**config.mk**
```make
export PLATFORM = sky130hd
export DESIGN_NAME = mult_ctrl
export DESIGN_NICKNAME = d
export VERILOG_FILES = /design/src/rtl/mult_pkg.sv /design/src/rtl/mult_ctrl.sv
export SDC_FILE = /design/constraint.sdc
export NUM_CORES = 1
export LEC_CHECK = 0
export CAP_MARGIN = 20
export CORE_MARGIN = 4
export CORE_UTILIZATION = 32
export DETAILED_ROUTE_END_ITERATION = 7
export PLACE_DENSITY = 0.7
export SLEW_MARGIN = 20
export SYNTH_ARGS = -nofsm -noshare
export SYNTH_HDL_FRONTEND = slang
export SYNTH_SLANG_ARGS = --single-unit
```
**constraint.sdc**
```tcl
create_clock -name clk -period 2 [get_ports clk]
set_clock_uncertainty 0.15 [all_clocks]
set_input_delay 0.4 -clock clk [delete_from_list [all_inputs] [get_ports clk]]
set_output_delay 0.4 -clock clk [all_outputs]
set_load 0.03 [all_outputs]
```
**src/rtl/mult_pkg.sv**
```systemverilog
// Shared state encoding for the shift-and-add multiplier controller.
package mult_pkg;

    typedef enum logic [2:0] {
        IDLE  = 3'd0,
        LOAD  = 3'd1,
        TEST  = 3'd2,
        ADD   = 3'd3,
        SHIFT = 3'd4,
        DONE  = 3'd5
    } state_t;

endpackage

```
**src/rtl/mult_ctrl.sv**
```systemverilog
// Moore controller sequencing a shift-and-add multiplier datapath
// (A shifts left, B shifts right, P accumulates).
module mult_ctrl
    import mult_pkg::*;
#(
    parameter int NBITS = 4
) (
    input  logic                         clk,
    input  logic                         reset,
    input  logic                         start,
    input  logic                         b0,
    input  logic                         z,
    output logic                         ctrlA,
    output logic                         ctrlB,
    output logic                         ldA,
    output logic                         ldB,
    output logic                         Psel,
    output logic                         ldP,
    output logic                         busy,
    output logic                         done,
    output logic [$clog2(NBITS+1)-1:0]   count
);

    localparam int CW = $clog2(NBITS+1);
    localparam logic [CW-1:0] CMAX = CW'(NBITS);

    state_t        state, state_nx;
    logic [CW-1:0] count_nx;

    always_ff @(posedge clk or posedge reset) begin
        if (reset) begin
            state <= IDLE;
            count <= '0;
        end else begin
            state <= state_nx;
            count <= count_nx;
        end
    end

    always_comb begin
        state_nx = state;
        count_nx = count;
        ctrlA    = 1'b0;
        ctrlB    = 1'b0;
        ldA      = 1'b0;
        ldB      = 1'b0;
        Psel     = 1'b0;
        ldP      = 1'b0;
        done     = 1'b0;
        busy     = (state != IDLE) && (state != DONE);

        case (state)
            IDLE: begin
                if (start) state_nx = LOAD;
            end
            LOAD: begin
                ldA      = 1'b1;
                ldB      = 1'b1;
                ldP      = 1'b1;
                count_nx = '0;
                state_nx = TEST;
            end
            TEST: begin
                // count limit bounds the loop even if z never rises
                if (z || (count == CMAX))
                    state_nx = DONE;
                else if (b0)
                    state_nx = ADD;
                else
                    state_nx = SHIFT;
            end
            ADD: begin
                Psel     = 1'b1;
                ldP      = 1'b1;
                state_nx = SHIFT;
            end
            SHIFT: begin
                ctrlA    = 1'b1;
                ctrlB    = 1'b1;
                ldA      = 1'b1;
                ldB      = 1'b1;
                if (count != CMAX) count_nx = count + CW'(1);
                state_nx = TEST;
            end
            DONE: begin
                done = 1'b1;
                if (!start) state_nx = IDLE;
            end
            default: state_nx = IDLE;
        endcase
    end

endmodule
```
# Yosys cells after proc, flatten, opt, wreduce, memory -nomap -nowiden
# Index checks and enable logic that the tools add are counted.
# op_classes
n_addsub,1
eq_ne,11
n_mux,12
n_reduce_logical,9
# ops
operator,count
$mux W3,5
$pmux W3 S5,1
$eq A3 B3 Y1 const B,3
$eq A3 B2 Y1 const B,2
$ne A2 B2 Y1 const B,3
$ne A3 B3 Y1 const B,2
$pmux W3 S2,1
$mux W1,5
$reduce_and A2 Y1,2
$reduce_or A2 Y1,2
$add A3 B1 Y3 const B,1
$eq A3 B1 Y1 const B,1
$logic_not A3 Y1,1
$reduce_bool A3 Y1,1
$reduce_bool A2 Y1,1
$logic_and A1 B1 Y1,1
$logic_or A1 B1 Y1,1
# word_totals
ff_bits,6
input_bits,5
out_inout_bits,11
word_cells,35

# Logic depth before layout (Yosys ltp)
# logic_depth
depth_word,4
ltp_mapped,5
ltp_nobuf,5

# Worst setup path after synthesis
# Ideal clock, no wire load.
# synth_timing
path_kind,register to output
from,register state[0]
to,output ctrlB
arrival_ns,1.630
t_required_ns,1.450
slack_ns,-0.180
stages_incl_launch_ff,4
n_path_buf,2
cell_sequence,dfrtp_1 buf_4 nor3_1 buf_4
# synth_via
elab_chain_len,2
# synth_rtl
item,line,rtl
from (decl),mult_ctrl.sv:27,"state_t state, state_nx;"
from (signal assigned),mult_ctrl.sv:35,state <= state_nx;
$eq A3 B3 Y1,--,
$mux W1,--,
to (decl),mult_ctrl.sv:14,"output logic ctrlB,"
# Every way passes these cells.

# Final worst setup path
# layout_timing
from,register count[1]
to,output count[1]
# layout_rtl
item,line,rtl
from (decl),mult_ctrl.sv:21,output logic [$clog2(NBITS+1)-1:0] count
from (signal assigned),mult_ctrl.sv:36,count <= count_nx;
# No word-level cell between the ends.

==> results.py <==
metrics = {
    "yosys": {
        "ys_ff_latch": 6,
        "synth-edff-count": 0,
        "yosys-top-cells-area": "dfrtp_1 33%, a211oi_2 5.6%, ha_1 5.6%",
        "syn_area_um2": 449,
        "netlist_instances": 48,
        "synthFlopType": "dfrtp_1",
        "yosysSeqAreaShare_pct": 33.4,
        "yosysWarnings": 0,
        "synth_largest_area_cell": "dfrtp_1",
        "async_flop_share_pct": 100,
        "synth_nets": 55,
        "syn_area_per_cell_um2": 9.36,
        "ys_types": 26,
        "synth_top_area_share_pct": 33.4,
    },
    "placed_design": {
        "place_congestion": 0.763,
        "portBuffers": 15,
        "pre_cts_slack_ns": 0.211,
        "dp_cells": 76,
        "dpl.hpwl_um": 717,
    },
    "layout": {
        "fill_cells": 121,
        "drive_above_1_share_pct": 28.1,
        "final_cell_mix": "9 x buf_4, 6 x dfrtp_1, 6 x clkdlybuf4s50_1, 4 x inv_1",
        "diodes": 0,
        "nets": 73,
        "final_common_cell": "buf_4",
        "area_growth_pct": 35.9,
        "stdcell_count": 79,
    },
    "timing": {
        "worst_pin_slew_ns": 0.326,
        "fmax_mhz": 520,
        "fin_crit_sh_pct": 96.2,
        "setup_slack_ns": 0.0761,
        "final_max_slew_viol_count": 0,
        "rsz0062_at_grt": "false",
        "relSlewSlack_pct": 78.2,
        "fin_setup_tns_ns": 0,
        "finalHoldViolCount": 0,
        "post-route-min-period_ns": 1.92,
        "setup_violations": 0,
    },
    "route": {
        "wl_per_cell_um": 12.0,
        "first_pass_iters": 4,
        "drc_errors": 0,
        "initialDrtViolationCount": 8,
        "dr_total_vias": 406,
        "vias_per_cell": 5.14,
        "ant_nets": 0,
        "wl_um": 946,
    },
    "die": {
        "io_pins": 16,
        "die_w_um": 45.5,
        "die_h_um": 45.5,
        "dieArea_mm2": 0.00207,
        "core.rowCount": 13,
        "initial_core_util_pct": 34.1,
        "core-area_mm2": 0.00132,
    },
    "critical_path": {
        "start_kind": "flip-flop",
        "cp-end-kind": "output pin",
        "crit_required_ns": 1.45,
        "max_stage_delay_ns": 0.70,
        "cp_slowest_cell": "clkdlybuf4s50_1",
        "cp_top_family": "buffers and inverters",
        "critical_path_class": "reg2out",
        "worstPathMaxFanout": 5,
        "cp_cell_sequence": "clkdlybuf4s50_1",
        "cp.arrival_ns": 1.37,
        "worst-path-buf-inv": 1,
        "r2r_setup_slack_ns": 0.44,
    },
    "global_route": {
        "grt_pass1_vias": 345,
        "grt_use_total_pct": 10.6,
        "grt-ovfl-total": 0,
        "grt_pass1_wl_mm": 1.53,
        "grt_max_degree": 14,
        "antenna_found_initial": 0,
    },
    "pwr": {
        "p_leak_nw": 0.301,
        "vdd_drop_max_uv": 712,
        "p_per_area_mw_per_mm2": 1710,
    },
    "clock_tree": {
        "cts_max_level": 1,
        "root_buffer": "clkbuf_4",
        "cts.hold.buffers_added": 0,
        "clock_path_buffers": 2,
        "worstSkewPairLatency_ns": 0.25,
        "clock-sinks": 6,
        "clkTransAtPathRegs_ns": 0.05,
        "cts_buffers": 3,
        "cts_tree": "done",
    },
    "job": {
        "cap_violations": 0,
    },
    "min_path": {
        "hold_class": "in2async",
    },
    "outcome": {
        "status": "complete, no violations",
    },
}
-- metrics by stage --
stage | instance area [um^2] | total power, mW | util [%] | hold WS [ns]
after floorplan | 454 | 0.759 | - | 0.0410
after global placement | 587 | 0.940 | 44.5 | 0.393
after detailed placement | 587 | 0.939 | 44.5 | 0.393
after CTS | 608 | 1.06 | 46.2 | 0.222
after global routing | 611 | 1.12 | 46.3 | 0.240
final | 611 | 1.04 | 46.3 | 0.217
-- cell type report --
cell class	instances	area (um^2)	share of cell area, %
clock buffers	3	22.5	3.69
inverters	4	15.0	2.46
multi-input cells	34	255	41.8
flip-flops and latches	6	150	24.6
well taps	15	18.8	3.07
repair buffers	17	149	24.4
-- where the power goes --
| group | total [mW] | switching [mW] | internal [mW] |
|---|---|---|---|
| combinational | 0.709 | 0.412 | 0.297 |
| clock | 0.117 | 0.0486 | 0.0682 |
| sequential | 0.219 | 0.0546 | 0.164 |
| total | 1.04 | 0.515 | 0.530 |
-- final timing paths --
| check | from | end | depth (start not counted) |
|---|---|---|---|
| max in group asynchronous | reset | state[0] | 2 |
| max reg2reg | count[0] | state[0] | 5 |
| max | count[1] | count[1] | 1 |
| min | reset | count[2] | 2 |
| min in group clk | count[0] | count[0] | 1 |
| min reg2reg | count[0] | count[0] | 1 |
-- cell usage after synthesis, drive strengths merged (3+ instances only) --
master	count
dfrtp	6
buf	4
inv	4
a21oi	3
nor2	3
nor2b	3
-- registers in the layout, summed over array words and instances, names as in the netlist --
name   count
count      3
state      3
-- cells by family (layout without fill, tap and decap cells) --
logic type | count (synthesis) | count (layout) | share of synthesized area [%]
flip-flops | 6 | 6 | 33.4
AO/OA/AOI/OAI | 13 | 13 | 22.3
buffers and inverters | 8 | 24 | 10.9
multiplexers | 1 | 1 | 2.23
XOR/XNOR | 1 | 1 | 1.95
adder cells (fa/ha/maj) | 2 | 2 | 5.57
AND/OR/NAND/NOR | 17 | 17 | 23.7
-- what timing repair did --
action                     4_1_cts  5_1_grt
gates resized for setup          1        1
setup buffers                    0        0
pin swaps                        0        0
setup endpoints to repair        1        1
-- routing by layer --
metal	vias to the layer above	track usage (%)	routed length, um	share of wire [%]
met5	-	0	0	0
met4	0	8.77	29	3.1
met3	3	3.16	76	8.0
met2	17	12.5	397	42
met1	181	15.1	442	47
li1	205	-	-	-
Power figures use the tool's default switching activity.
